<file path="src/rtl/ps2_key_decoder.sv">
// PS/2 scan-code decoder: turns the raw byte stream of a PS/2 keyboard into
// {ext, rel, code} key events, tracks held modifier keys and buffers events
// in a small first-word-fall-through FIFO with a sticky overflow flag.
module ps2_key_decoder #(
    parameter int TIMEOUT    = 100000,
    parameter int FIFO_DEPTH = 4
) (
    input  logic       clk,
    input  logic       rst_n,
    input  logic [7:0] rx_data,
    input  logic       rx_valid,
    output logic [9:0] ev_data,
    output logic       ev_valid,
    input  logic       ev_ready,
    output logic [3:0] mods,
    output logic       ovf,
    input  logic       ovf_clr
);

    localparam int AW = (FIFO_DEPTH > 1) ? $clog2(FIFO_DEPTH) : 1;
    localparam int CW = AW + 1;
    localparam int TW = (TIMEOUT > 1) ? $clog2(TIMEOUT) : 1;

    localparam logic [7:0] BYTE_EXT  = 8'hE0;
    localparam logic [7:0] BYTE_BRK  = 8'hF0;
    localparam logic [7:0] BYTE_ERR0 = 8'h00;
    localparam logic [7:0] BYTE_ERR1 = 8'hFF;

    localparam logic [7:0] CODE_SHIFT_L = 8'h12;
    localparam logic [7:0] CODE_SHIFT_R = 8'h59;
    localparam logic [7:0] CODE_CTRL    = 8'h14;
    localparam logic [7:0] CODE_ALT     = 8'h11;

    typedef enum logic [1:0] {
        ST_IDLE     = 2'd0,
        ST_GOT_E0   = 2'd1,
        ST_GOT_F0   = 2'd2,
        ST_GOT_E0F0 = 2'd3
    } state_t;

    // Keyboard error / overrun markers abort any prefix in progress.
    function automatic logic is_error_byte(input logic [7:0] b);
        return (b == BYTE_ERR0) || (b == BYTE_ERR1);
    endfunction

    function automatic logic is_prefix_byte(input logic [7:0] b);
        return (b == BYTE_EXT) || (b == BYTE_BRK);
    endfunction

    // Advance a FIFO pointer, wrapping at the configured depth.
    function automatic logic [AW-1:0] next_ptr(input logic [AW-1:0] p);
        if (p == AW'(FIFO_DEPTH - 1)) begin
            return '0;
        end else begin
            return p + AW'(1);
        end
    endfunction

    // Apply one decoded event to the held-modifier flags {alt, ctrl, shift_r, shift_l}.
    // Shift keys only count in their plain form; ctrl/alt count in both forms.
    function automatic logic [3:0] update_mods(input logic [3:0] cur, input logic [9:0] ev);
        logic [3:0] nxt;
        logic       ext;
        logic       held;
        nxt  = cur;
        ext  = ev[9];
        held = ~ev[8];
        case (ev[7:0])
            CODE_SHIFT_L: begin
                if (!ext) begin
                    nxt[0] = held;
                end else begin
                    nxt[0] = cur[0];
                end
            end
            CODE_SHIFT_R: begin
                if (!ext) begin
                    nxt[1] = held;
                end else begin
                    nxt[1] = cur[1];
                end
            end
            CODE_CTRL: nxt[2] = held;
            CODE_ALT:  nxt[3] = held;
            default:   nxt = cur;
        endcase
        return nxt;
    endfunction

    state_t          state_r;
    logic [TW-1:0]   tmo_cnt_r;
    logic [9:0]      mem_r [FIFO_DEPTH];
    logic [AW-1:0]   wr_ptr_r;
    logic [AW-1:0]   rd_ptr_r;
    logic [CW-1:0]   count_r;
    logic [3:0]      mods_r;
    logic            ovf_r;

    logic            emit_s;
    logic [9:0]      emit_word_s;
    logic            ext_s;
    logic            rel_s;
    logic            pop_s;
    logic            full_s;
    logic            push_ok_s;
    logic            drop_s;

    // Decode whether the byte in this cycle completes a key event, and its flags.
    always_comb begin
        emit_s      = 1'b0;
        emit_word_s = 10'h000;
        ext_s       = (state_r == ST_GOT_E0) || (state_r == ST_GOT_E0F0);
        rel_s       = (state_r == ST_GOT_F0) || (state_r == ST_GOT_E0F0);
        if (rx_valid && !is_error_byte(rx_data) && !is_prefix_byte(rx_data)) begin
            emit_s      = 1'b1;
            emit_word_s = {ext_s, rel_s, rx_data};
        end else begin
            emit_s      = 1'b0;
            emit_word_s = 10'h000;
        end
    end

    // Prefix parser with abandon timer: a stalled prefix falls back to IDLE.
    always_ff @(posedge clk or negedge rst_n) begin
        if (!rst_n) begin
            state_r   <= ST_IDLE;
            tmo_cnt_r <= '0;
        end else if (rx_valid) begin
            tmo_cnt_r <= '0;
            if (is_error_byte(rx_data)) begin
                state_r <= ST_IDLE;
            end else begin
                case (state_r)
                    ST_IDLE: begin
                        if (rx_data == BYTE_EXT) begin
                            state_r <= ST_GOT_E0;
                        end else if (rx_data == BYTE_BRK) begin
                            state_r <= ST_GOT_F0;
                        end else begin
                            state_r <= ST_IDLE;
                        end
                    end
                    ST_GOT_E0: begin
                        if (rx_data == BYTE_EXT) begin
                            state_r <= ST_GOT_E0;
                        end else if (rx_data == BYTE_BRK) begin
                            state_r <= ST_GOT_E0F0;
                        end else begin
                            state_r <= ST_IDLE;
                        end
                    end
                    ST_GOT_F0: begin
                        if (rx_data == BYTE_BRK) begin
                            state_r <= ST_GOT_F0;
                        end else if (rx_data == BYTE_EXT) begin
                            state_r <= ST_GOT_E0F0;
                        end else begin
                            state_r <= ST_IDLE;
                        end
                    end
                    ST_GOT_E0F0: begin
                        if (is_prefix_byte(rx_data)) begin
                            state_r <= ST_GOT_E0F0;
                        end else begin
                            state_r <= ST_IDLE;
                        end
                    end
                    default: state_r <= ST_IDLE;
                endcase
            end
        end else if (state_r == ST_IDLE) begin
            tmo_cnt_r <= '0;
        end else if (tmo_cnt_r == TW'(TIMEOUT - 1)) begin
            state_r   <= ST_IDLE;
            tmo_cnt_r <= '0;
        end else begin
            tmo_cnt_r <= tmo_cnt_r + TW'(1);
        end
    end

    // A push into a full FIFO is only safe when the head leaves in the same cycle.
    always_comb begin
        pop_s     = (count_r != '0) && ev_ready;
        full_s    = (count_r == CW'(FIFO_DEPTH));
        push_ok_s = emit_s && (!full_s || pop_s);
        drop_s    = emit_s && full_s && !pop_s;
    end

    // Event FIFO storage, pointers and occupancy.
    always_ff @(posedge clk or negedge rst_n) begin
        if (!rst_n) begin
            for (int i = 0; i < FIFO_DEPTH; i++) begin
                mem_r[i] <= 10'h000;
            end
            wr_ptr_r <= '0;
            rd_ptr_r <= '0;
            count_r  <= '0;
        end else begin
            if (push_ok_s) begin
                mem_r[wr_ptr_r] <= emit_word_s;
                wr_ptr_r        <= next_ptr(wr_ptr_r);
            end
            if (pop_s) begin
                rd_ptr_r <= next_ptr(rd_ptr_r);
            end
            case ({push_ok_s, pop_s})
                2'b10:   count_r <= count_r + CW'(1);
                2'b01:   count_r <= count_r - CW'(1);
                default: count_r <= count_r;
            endcase
        end
    end

    // Sticky overflow flag; a drop outranks a clear in the same cycle.
    always_ff @(posedge clk or negedge rst_n) begin
        if (!rst_n) begin
            ovf_r <= 1'b0;
        end else if (drop_s) begin
            ovf_r <= 1'b1;
        end else if (ovf_clr) begin
            ovf_r <= 1'b0;
        end
    end

    // Modifier tracking follows every decoded event, even ones the FIFO drops.
    always_ff @(posedge clk or negedge rst_n) begin
        if (!rst_n) begin
            mods_r <= 4'h0;
        end else if (emit_s) begin
            mods_r <= update_mods(mods_r, emit_word_s);
        end
    end

    assign ev_valid = (count_r != '0);
    assign ev_data  = ev_valid ? mem_r[rd_ptr_r] : 10'h000;
    assign mods     = mods_r;
    assign ovf      = ovf_r;

endmodule

</file>
<file path="config.mk">
export PLATFORM = sky130hd
export DESIGN_NAME = ps2_key_decoder
export DESIGN_NICKNAME = d
export VERILOG_FILES = /design/src/rtl/ps2_key_decoder.sv
export SDC_FILE = /design/constraint.sdc
export NUM_CORES = 1
export LEC_CHECK = 0
export ABC_AREA = 1
export BUFFER_PORTS_ARGS = -buffer_cell sky130_fd_sc_hd__buf_2
export CAP_MARGIN = 20
export CORE_MARGIN = 4
export CORE_UTILIZATION = 58
export DETAILED_ROUTE_END_ITERATION = 6
export PLACE_DENSITY = 0.86
export SYNTH_ARGS = -nofsm -noshare
export SYNTH_HDL_FRONTEND = slang
export SYNTH_SLANG_ARGS = --single-unit
</file>
<file path="constraint.sdc">
create_clock -name clk -period 3.1 [get_ports clk]
set_input_delay 0.31 -clock clk [delete_from_list [all_inputs] [get_ports clk]]
set_output_delay 0.31 -clock clk [all_outputs]
set_load 0.02 [all_outputs]
</file>
==> results.toml <==
[outcome]
status = "complete, no violations"

[clock_tree]
clk_path_buf_depth = 2
clk_latency_ns = 0.36
ctsResizeCount = 0
clk_pin_slew_worst_paths_ns = 0.07
clkSinkCount = 71
root_buffer = "clkbuf_8"
cts_tree = "yes"
numCtsBuffers = 9
cts_max_level = 3

[drt]
ant_nets = 0
num_vias = 3278
wl_um = 8880
drt_iter0_drc = 293
avgViaCountPerCell = 5.52
dr.pass1.iters = 5
drc = 0
routedWlPerCell_um = 15.0

[setup_path]
setup.worst_path.start = "rd_ptr_r[0]$_DFFE_PN0P_"
worstSetupPathType = "reg -> out"
cp_max_fo = 23
crit_required_ns = 2.79
critPathArrivalTime_ns = 2.44
endpoint_kind = "output pin"
reg2reg_slack_ns = 0.79
timing.rr.start = "count_r[0]$_DFFE_PN0P_"
setup.worst_path.start_class = "flip-flop"

[yosys]
synth_top_family_by_area = "simple AND/OR/NAND/NOR gates"
synth-edff-count = 0
ys.flop_type = "dfrtp_1"
netlist_area_um2 = 3840
muxShareOfSynthArea_pct = 0
synthSimpleGateAreaFrac_pct = 23.3
synth_adder_area_share_pct = 2.80
syn_nets = 513
yosysWarnings = 0
synth.avg_cell_area_um2 = 7.80
ys_top_cells_by_area = "dfrtp_1 (46%), nand2_1 (11%), inv_1 (6.9%), o21ai_0 (5.5%), nor2_1 (4.9%)"
synth.distinct_cells = 30
yosysSeqAreaShare_pct = 46.3
synth_seq_cells = 71
synth_xor_area_share_pct = 2.28
postSynth.asyncResetShare_pct = 100
synth_compound_area_share_pct = 14.7
yosysTopAreaCell = "dfrtp_1"
synthesis.instances = 492
synth_top_cell_area_share_pct = 46.3

[global_routing]
grt_max_degree = 30
grt_pass1_wl_um = 15000
antenna_found_initial = 0
grt_pass1_vias = 3197
grtUsageTotal_pct = 24.8
grt_overflow_total = 0

[die]
initial_core_util_pct = 60.1
die_y_um = 89.4
dieArea_um2 = 7980
rows = 29
io_pins = 29
die_w_um = 89.4
core_um2 = 6390

[sta]
drv_slew = 0
fin_crit_sh_pct = 88.7
fin_crit_ns = 2.75
tns_ns = 0
worstMarginPinSlew_ns = 0.699
rsz0062_at_grt = "false"
skew_ns = 0.0111
whs_ns = 0.168
hold_viol = 0
setup_viol = 0
fmax_ghz = 0.364
maxSlewHeadroom_pct = 53.4

[power_and_ir_drop]
powerDensity_nw_per_um2 = 817
p_leak_nw = 2.03
peakVddDrop_mv = 0.579

[layout]
area_growth_pct = 7.89
fin_nets = 534
drive_above_1_share_pct = 12.4
n_antenna_cell = 0

[worst_hold_path]
hold_path_class = "in -> reg"
hold_start = "ovf_clr"

[place]
hpwlAfterDp_um = 6220
io_buffers = 28
gp_congestion = 0.986

[run]
drv_cap = 0
logic make-up after synthesis:
kind of cell | after synthesis
AOI/OAI and AO/OA | 104
adders and majority gates | 8
buffers and inverters | 94
and+or+nand+nor | 205
xor gates and xnor gates | 10
DFF | 71
through the flow:
| step | util [%] | instances | setup WS [ns] | total power, W | instance area, µm² |
|---|---|---|---|---|---|
| finish | 64.9 | 594 | 0.351 | 0.00339 | 4140 |
| global route | 64.9 | 594 | 0.143 | 0.00363 | 4140 |
| CTS | 64.9 | 594 | 0.376 | 0.00338 | 4140 |
| detailed placement | 62.0 | 578 | 0.511 | 0.00272 | 3960 |
| global placement | 62.0 | 578 | 0.621 | 0.00266 | 3960 |
| floorplan | - | 492 | 0.780 | 0.00235 | 3840 |
path summary, 6_finish.rpt:
kind | to | depth (start not counted)
worst max-delay path | ev_data[1] | 5
worst min-delay path | ovf$_DFFE_PN0P_ | 2
worst max register to register | count_r[2]$_DFFE_PN0P_ | 10
worst min register to register | mem_r[8]$_DFFE_PN0P_ | 2
max in group asynchronous | state_r[0]$_DFFE_PN0P_ | 3
min in group asynchronous | mem_r[14]$_DFFE_PN0P_ | 2
layout by cell type (no fill, tap or decap), drive strengths merged:
cell         netlist  layout
nand2            115     115
inv               72      72
dfrtp             71      71
o21ai             68      68
nor2              54      54
a21oi             33      33
buf               14      31
nand3             17      17
clkbuf             8      10
nand4              9       9
nor3               8       8
xor2               7       7
ha                 7       7
clkinvlp           0       4
xnor2              3       3
nand3b             2       2
o21bai             1       1
o211ai             1       1
o22ai              1       1
fa                 1       1
clkinv             0       1
dlygate4sd3        0       1
layout make-up:
class	count	area, µm²
multi-input cells	327	1650
well taps	77	96.3
clock buffers	10	138
flip-flops and latches	71	1780
clock inverters	5	35.0
inverters	72	270
fillers	526	2240
repair buffers	32	173
sequential cells by signal (all words and copies together) (netlist names):
name       count
mem_r         40
tmo_cnt_r     17
mods           4
count_r        3
rd_ptr_r       2
state_r        2
wr_ptr_r       2
ovf            1
worst max-delay path: stages, from the launching register on:
cell and delay [ns]:
dfrtp_1 0.79, inv_1 0.51, a21oi_1 0.22, o21ai_0 0.10
a21oi_1 0.24, buf_2 0.22
timing repair:
action                                 in CTS  in global routing
hold buffers                                1                  0
setup buffers                               0                  0
endpoints found under the hold margin      27                  0
synth_stat cells, types with 3 or more instances:
master	instances
o21ai_1	16
clkbuf_1	8
xnor2_1	3
xor2_1	7
nand4_1	9
o21ai_0	42
a21oi_1	33
ha_1	7
dfrtp_1	71
nor2_1	50
nor3_1	8
inv_1	71
nand2_1	113
nand3_1	16
buf_6	4
buf_2	8
o21ai_2	10
power by group:
| part | switching, W | internal (W) |
|---|---|---|
| clock network | 0.000361 | 0.000306 |
| registers | 0.000179 | 0.00119 |
| logic | 0.000915 | 0.000438 |
per-layer routing:
layer / up-vias / share of wire [%] / GRT usage (%)
li1: 1598 / - / -
met1: 1538 / 45 / 34.5
met2: 117 / 46 / 38.2
met3: 25 / 6.2 / 4.24
met4: 0 / 2.8 / 11.0
met5: - / 0 / 0
(Power assumes the default switching activity.)
